===== config.mk =====
export PLATFORM = sky130hd
export DESIGN_NAME = mem_stage
export DESIGN_NICKNAME = d
export VERILOG_FILES = /design/src/rtl/mem_stage.sv
export SDC_FILE = /design/constraint.sdc
export NUM_CORES = 2
export LEC_CHECK = 0
export CAP_MARGIN = 20
export CORE_MARGIN = 4
export CORE_UTILIZATION = 45
export DETAILED_ROUTE_END_ITERATION = 10
export SYNTH_ARGS = -nofsm -noshare
export SYNTH_HDL_FRONTEND = slang
export SYNTH_SLANG_ARGS = --single-unit

===== constraint.sdc =====
create_clock -name clk -period 5.3 [get_ports clk]
set_input_delay 1.59 -clock clk [delete_from_list [all_inputs] [get_ports clk]]
set_output_delay 1.59 -clock clk [all_outputs]
set_load 0.02 [all_outputs]

===== src/rtl/mem_stage.sv =====
// Memory-access pipeline stage: word load/store on an internal data memory with wait states,
// freeze to stall upstream, and MEM/WB payload registers. Optional macro: MEM_ALIGN_CHECK_EN.
module mem_stage #(
    parameter int          DEPTH       = 64,
    parameter int          WAIT_CYCLES = 2,
    parameter logic [31:0] BASE_ADDR   = 32'd1024
) (
    input  logic        clk,
    input  logic        rst,
    input  logic        valid_in,
    input  logic        mem_r_en,
    input  logic        mem_w_en,
    input  logic        wb_en_in,
    input  logic [4:0]  dest_in,
    input  logic [31:0] alu_result,
    input  logic [31:0] st_val,
    output logic        freeze,
    output logic        valid_out,
    output logic        wb_en_out,
    output logic        mem_r_en_out,
    output logic [4:0]  dest_out,
    output logic [31:0] alu_result_out,
    output logic [31:0] mem_result,
`ifdef MEM_ALIGN_CHECK_EN
    output logic        align_err,
`endif
    output logic [1:0]  dbg_state
);

    localparam int         IDX_W     = $clog2(DEPTH);
    localparam logic [3:0] WAIT_INIT = 4'(WAIT_CYCLES);

    typedef enum logic [1:0] {
        S_IDLE = 2'd0,
        S_WAIT = 2'd1,
        S_DONE = 2'd2
    } state_t;

    state_t      r_state;
    logic [3:0]  r_cnt;
    logic [31:0] r_load_data;
    logic [31:0] r_mem [DEPTH];

    logic        r_valid_out;
    logic        r_wb_en_out;
    logic        r_mem_r_en_out;
    logic [4:0]  r_dest_out;
    logic [31:0] r_alu_result_out;
    logic [31:0] r_mem_result;
    logic        r_align_err;

    logic [31:0]      w_offset;
    logic [IDX_W-1:0] w_index;
    logic             w_mem_op;
    logic             w_bad;
    logic             w_access;
    logic             w_is_store;
    logic             w_is_load;
    logic             w_fire;
    logic             w_freeze;
    logic             w_unused_bits;

    assign w_offset   = alu_result - BASE_ADDR;
    assign w_index    = w_offset[IDX_W+1:2];
    assign w_mem_op   = valid_in & (mem_r_en | mem_w_en);
    assign w_is_store = valid_in & mem_w_en;
    assign w_is_load  = valid_in & mem_r_en & ~mem_w_en;

`ifdef MEM_ALIGN_CHECK_EN
    // A rejected op passes straight through in one cycle without touching memory.
    assign w_bad = w_mem_op & ((alu_result[1:0] != 2'b00) | (w_offset >= 32'(4 * DEPTH)));
`else
    assign w_bad = 1'b0;
`endif

    assign w_access = w_mem_op & ~w_bad;
    assign w_fire   = (r_state == S_WAIT) && (r_cnt == 4'd0);

    // freeze: while high, upstream holds its outputs stable and this stage emits bubbles;
    // the instruction is consumed on the first rising edge where freeze is low.
    assign w_freeze = w_access & (r_state != S_DONE);

    assign w_unused_bits = ^{w_offset[31:IDX_W+2], w_offset[1:0]};

    always_ff @(posedge clk or posedge rst) begin
        if (rst) begin
            r_state     <= S_IDLE;
            r_cnt       <= 4'd0;
            r_load_data <= 32'd0;
        end else begin
            case (r_state)
                S_IDLE: begin
                    if (w_access) begin
                        r_state <= S_WAIT;
                        r_cnt   <= WAIT_INIT;
                    end
                end
                S_WAIT: begin
                    if (r_cnt != 4'd0) begin
                        r_cnt <= r_cnt - 4'd1;
                    end else begin
                        r_state     <= S_DONE;
                        r_load_data <= r_mem[w_index];
                    end
                end
                S_DONE:  r_state <= S_IDLE;
                default: r_state <= S_IDLE;
            endcase
        end
    end

    // The array is not reset; a store commits only on the WAIT->DONE edge.
    always_ff @(posedge clk) begin
        if (!rst && w_fire && w_access && w_is_store) begin
            r_mem[w_index] <= st_val;
        end
    end

    always_ff @(posedge clk or posedge rst) begin
        if (rst) begin
            r_valid_out      <= 1'b0;
            r_wb_en_out      <= 1'b0;
            r_mem_r_en_out   <= 1'b0;
            r_dest_out       <= 5'd0;
            r_alu_result_out <= 32'd0;
            r_mem_result     <= 32'd0;
            r_align_err      <= 1'b0;
        end else if (!w_freeze) begin
            r_valid_out      <= valid_in;
            r_wb_en_out      <= wb_en_in & ~w_bad;
            r_mem_r_en_out   <= mem_r_en & ~mem_w_en & ~w_bad;
            r_dest_out       <= dest_in;
            r_alu_result_out <= alu_result;
            r_mem_result     <= (w_is_load & ~w_bad) ? r_load_data : 32'd0;
            r_align_err      <= w_bad;
        end else begin
            r_valid_out    <= 1'b0;
            r_wb_en_out    <= 1'b0;
            r_mem_r_en_out <= 1'b0;
            r_align_err    <= 1'b0;
        end
    end

    assign freeze         = w_freeze;
    assign valid_out      = r_valid_out;
    assign wb_en_out      = r_wb_en_out;
    assign mem_r_en_out   = r_mem_r_en_out;
    assign dest_out       = r_dest_out;
    assign alu_result_out = r_alu_result_out;
    assign mem_result     = r_mem_result;
    assign dbg_state      = r_state;

`ifdef MEM_ALIGN_CHECK_EN
    assign align_err = r_align_err;
`else
    logic w_unused_align;
    assign w_unused_align = r_align_err;
`endif

endmodule


==> impl_metrics.tcl <==
set metrics [dict create \
    drc 0 \
    syn_inst 4451 \
    p_clk_frac 0.399 \
    arrival_ns 3.12 \
    layout-drive-gt1-share 0.188 \
    start_util 0.452 \
    period_needed_ns 4.71 \
    die_w_um 437 \
    syn_area_sq_um 82700 \
    cp-start-kind "input pin" \
    hold_viol 0 \
    cts-root-buf "clkbuf_16" \
    setup_viol 0 \
    postCtsHoldBufs 0 \
    p_leak_nw 31.1 \
    drt_wl_total_mm 248 \
    ys_ff_latch 2158 \
    fin_worst_skew_ns 0.0346 \
    viasPerCell 6.19 \
    overflow 0 \
    clkSinkCount 2158 \
    rsz0062_at_grt "no" \
    p_switching_w 0.00822 \
    numCtsBuffers 212 \
    cts_tree "done" \
    reg2reg_from "dbg_state[1]" \
    floorplan.core_area_sq_um 183000 \
    synth-edff-count 2048 \
    slew_headroom 0.254 \
    power_w 0.0359 \
    crit_start "mem_w_en" \
    firstDrtPassIters 5 \
    grt_pass1_wl_mm 347 \
    htree_levels 4 \
    first_iter_violations 6268 \
    syn_nets 4528 \
    peakVddDrop_v 0.000369 \
    ys_seq_area_frac 0.777 \
    dpl.hpwl_mm 150 \
    crit_type "input pin to output port" \
    status "complete, no violations" \
    combPwrFrac 0.070 \
    grt_pass1_vias 44800 \
    synth.avg_cell_area_sq_um 18.6 \
    p_int_w 0.0277 \
    fin_util 0.523 \
    end_kind "output port" \
    max_freq_ghz 0.212 \
    finalCritPeriodShare 0.888 \
    synth_adder_area_share 0.000303 \
    die_y_um 437 \
    power_density_nw_per_um2 376 \
    hp-class "register to register" \
    async_flop_share 0.0510 \
    grt_max_degree 88 \
    synthDistinctLibCells 69 \
    clock_path_buffers 3 \
    worstPathRequired_ns 3.71 \
    antenna_left 0 \
    synth-simple-area-share 0.0252 \
    worstMarginPinSlew_ns 1.12 \
    setup_tns_ns 0 \
    grt_usage 0.256 \
    synth_xor_area_frac 0.000212 \
    synth_top_flop_cell "edfxtp_1" \
    area_growth_pct 15.5 \
    switching_share 0.229 \
    max-cap-violations 0 \
    yosysWarningCount 0 \
    gp_congestion 0.873 \
    io_pins 150 \
    rows 157 \
    p_seq_frac 0.531 \
    n_fill_cell 14500 \
    report.final.slew_viol_count 0 \
    postCtsSetupBuffers 0 \
    vias 46200 \
    synth_mux_area_frac 0.100 \
    synth_compound_area_frac 0.0762 \
    cts-resized-gates 0 \
    antenna_found_initial 23 \
    crit_path_max_fanout 4 \
    clkLatencyLatePin_ns 0.86 \
    synth_top_family_by_area "multiplexers" \
    wl_per_cell_um 33.2 \
    hold_path.startpoint "mem_result[0]" \
    path_clk_slew_ns 0.06 \
    fp.dieArea_sq_um 191000 \
    io_buffer_count 149 \
    nNetsFinal 4891 \
]
## stage by stage
stage	hold slack [ns]	setup slack [ns]	instance area, sq um	cells
floorplan	0.470	0.496	82700	4451
global placement	0.467	0.521	88900	7059
detailed placement	0.474	0.561	88900	7060
CTS	0.487	0.603	95500	7444
global route	0.511	0.558	95500	7451
finish	0.483	0.593	95600	7459
## cells in the mapped netlist (all sizes together) (14+ instances only)
master | number | area, sq um
edfxtp | 2048 | 61500
mux2i | 401 | 4010
a221oi | 244 | 2140
buf | 210 | 1350
nor2 | 185 | 702
a22oi | 161 | 1210
nand2 | 151 | 569
o21ai | 151 | 756
mux4 | 140 | 3180
dfrtp | 110 | 2750
mux2 | 99 | 1120
clkbuf | 91 | 342
o22ai | 84 | 526
a21oi | 65 | 325
nand3 | 62 | 310
a31oi | 26 | 163
o22a | 19 | 166
o221ai | 17 | 149
o32a | 16 | 160
a22o | 15 | 131
and3 | 14 | 87.6
## per-layer routing
metal	vias up	GRT usage	share of wire
li1	19100	-	-
met1	24200	0.361	0.40
met2	2481	0.394	0.46
met3	396	0.0595	0.10
met4	4	0.0859	0.035
met5	-	0	0.00011
## layout by cell type (no fill, tap or decap), types with 46 or more instances in the layout
| cell | n |
|---|---|
| a21oi_1 | 64 |
| a221oi_1 | 243 |
| a22oi_1 | 160 |
| buf_12 | 56 |
| buf_4 | 245 |
| clkbuf_1 | 69 |
| clkbuf_16 | 213 |
| clkdlybuf4s50_1 | 114 |
| clkinv_1 | 46 |
| dfrtp_1 | 110 |
| edfxtp_1 | 2048 |
| mux2_2 | 96 |
| mux2i_1 | 401 |
| mux4_2 | 134 |
| nand2_1 | 149 |
| nand3_1 | 61 |
| nor2_1 | 117 |
| nor2_4 | 67 |
| o21ai_0 | 146 |
| o22ai_1 | 84 |
## state kept, by name, summed over array words and instances (netlist names), 2 cells and up
signal          cells
alu_result_out     32
r_load_data        32
dest_out            5
mem_result         32
r_mem            2048
r_cnt               4
dbg_state           2
## cell families (layout without fill, tap and decap cells)
kind of cell    Yosys count  count (layout)
fa+ha+maj                 2               2
mux                     640             640
xor+xnor                  2               2
other cells               0              11
simple gates            475             475
compound gates          865             865
flops                  2158            2158
buf+inv                 309             842
## power groups by stage
| stage | combinational [W] | sequential (W) | clock, W |
|---|---|---|---|
| 6_report | 0.00253 | 0.0191 | 0.0143 |
| 5_1_grt | 0.00265 | 0.0191 | 0.0152 |
| 4_1_cts | 0.00250 | 0.0191 | 0.0145 |
| 3_5_place_dp | 0.00249 | 0.0194 | 0 |
| 3_3_place_gp | 0.00246 | 0.0194 | 0 |
| 2_1_floorplan | 0.00117 | 0.0194 | 0 |
## cell type report
cell class / instances / area, sq um / share of cell area
well taps: 2464 / 3080 / 0.0323
clock inverters: 98 / 877 / 0.00918
flip-flops and latches: 2158 / 64300 / 0.672
clock buffers: 286 / 5640 / 0.0591
inverters: 8 / 41.3 / 0.000432
multi-input cells: 1984 / 17300 / 0.181
repair buffers: 450 / 4310 / 0.0451
diodes: 11 / 27.5 / 0.000288
## path summary, 6_finish.rpt
path	end	depth (start not counted)	slack [ns]
setup / recovery	freeze	4	0.59
hold / removal	mem_result[0]	2	0.48
setup reg to reg	r_load_data[16]	8	1.50
hold reg to reg	mem_result[0]	2	0.48
max in group asynchronous	dest_out[1]	4	2.87
min in group asynchronous	r_load_data[30]	3	1.58
## critical path, stage by stage
cell,delay (ns)
clkdlybuf4s50_1,0.53
o21ai_0,0.19
a21oi_4,0.18
clkdlybuf4s50_1,0.62
(Power assumes the default switching activity.)
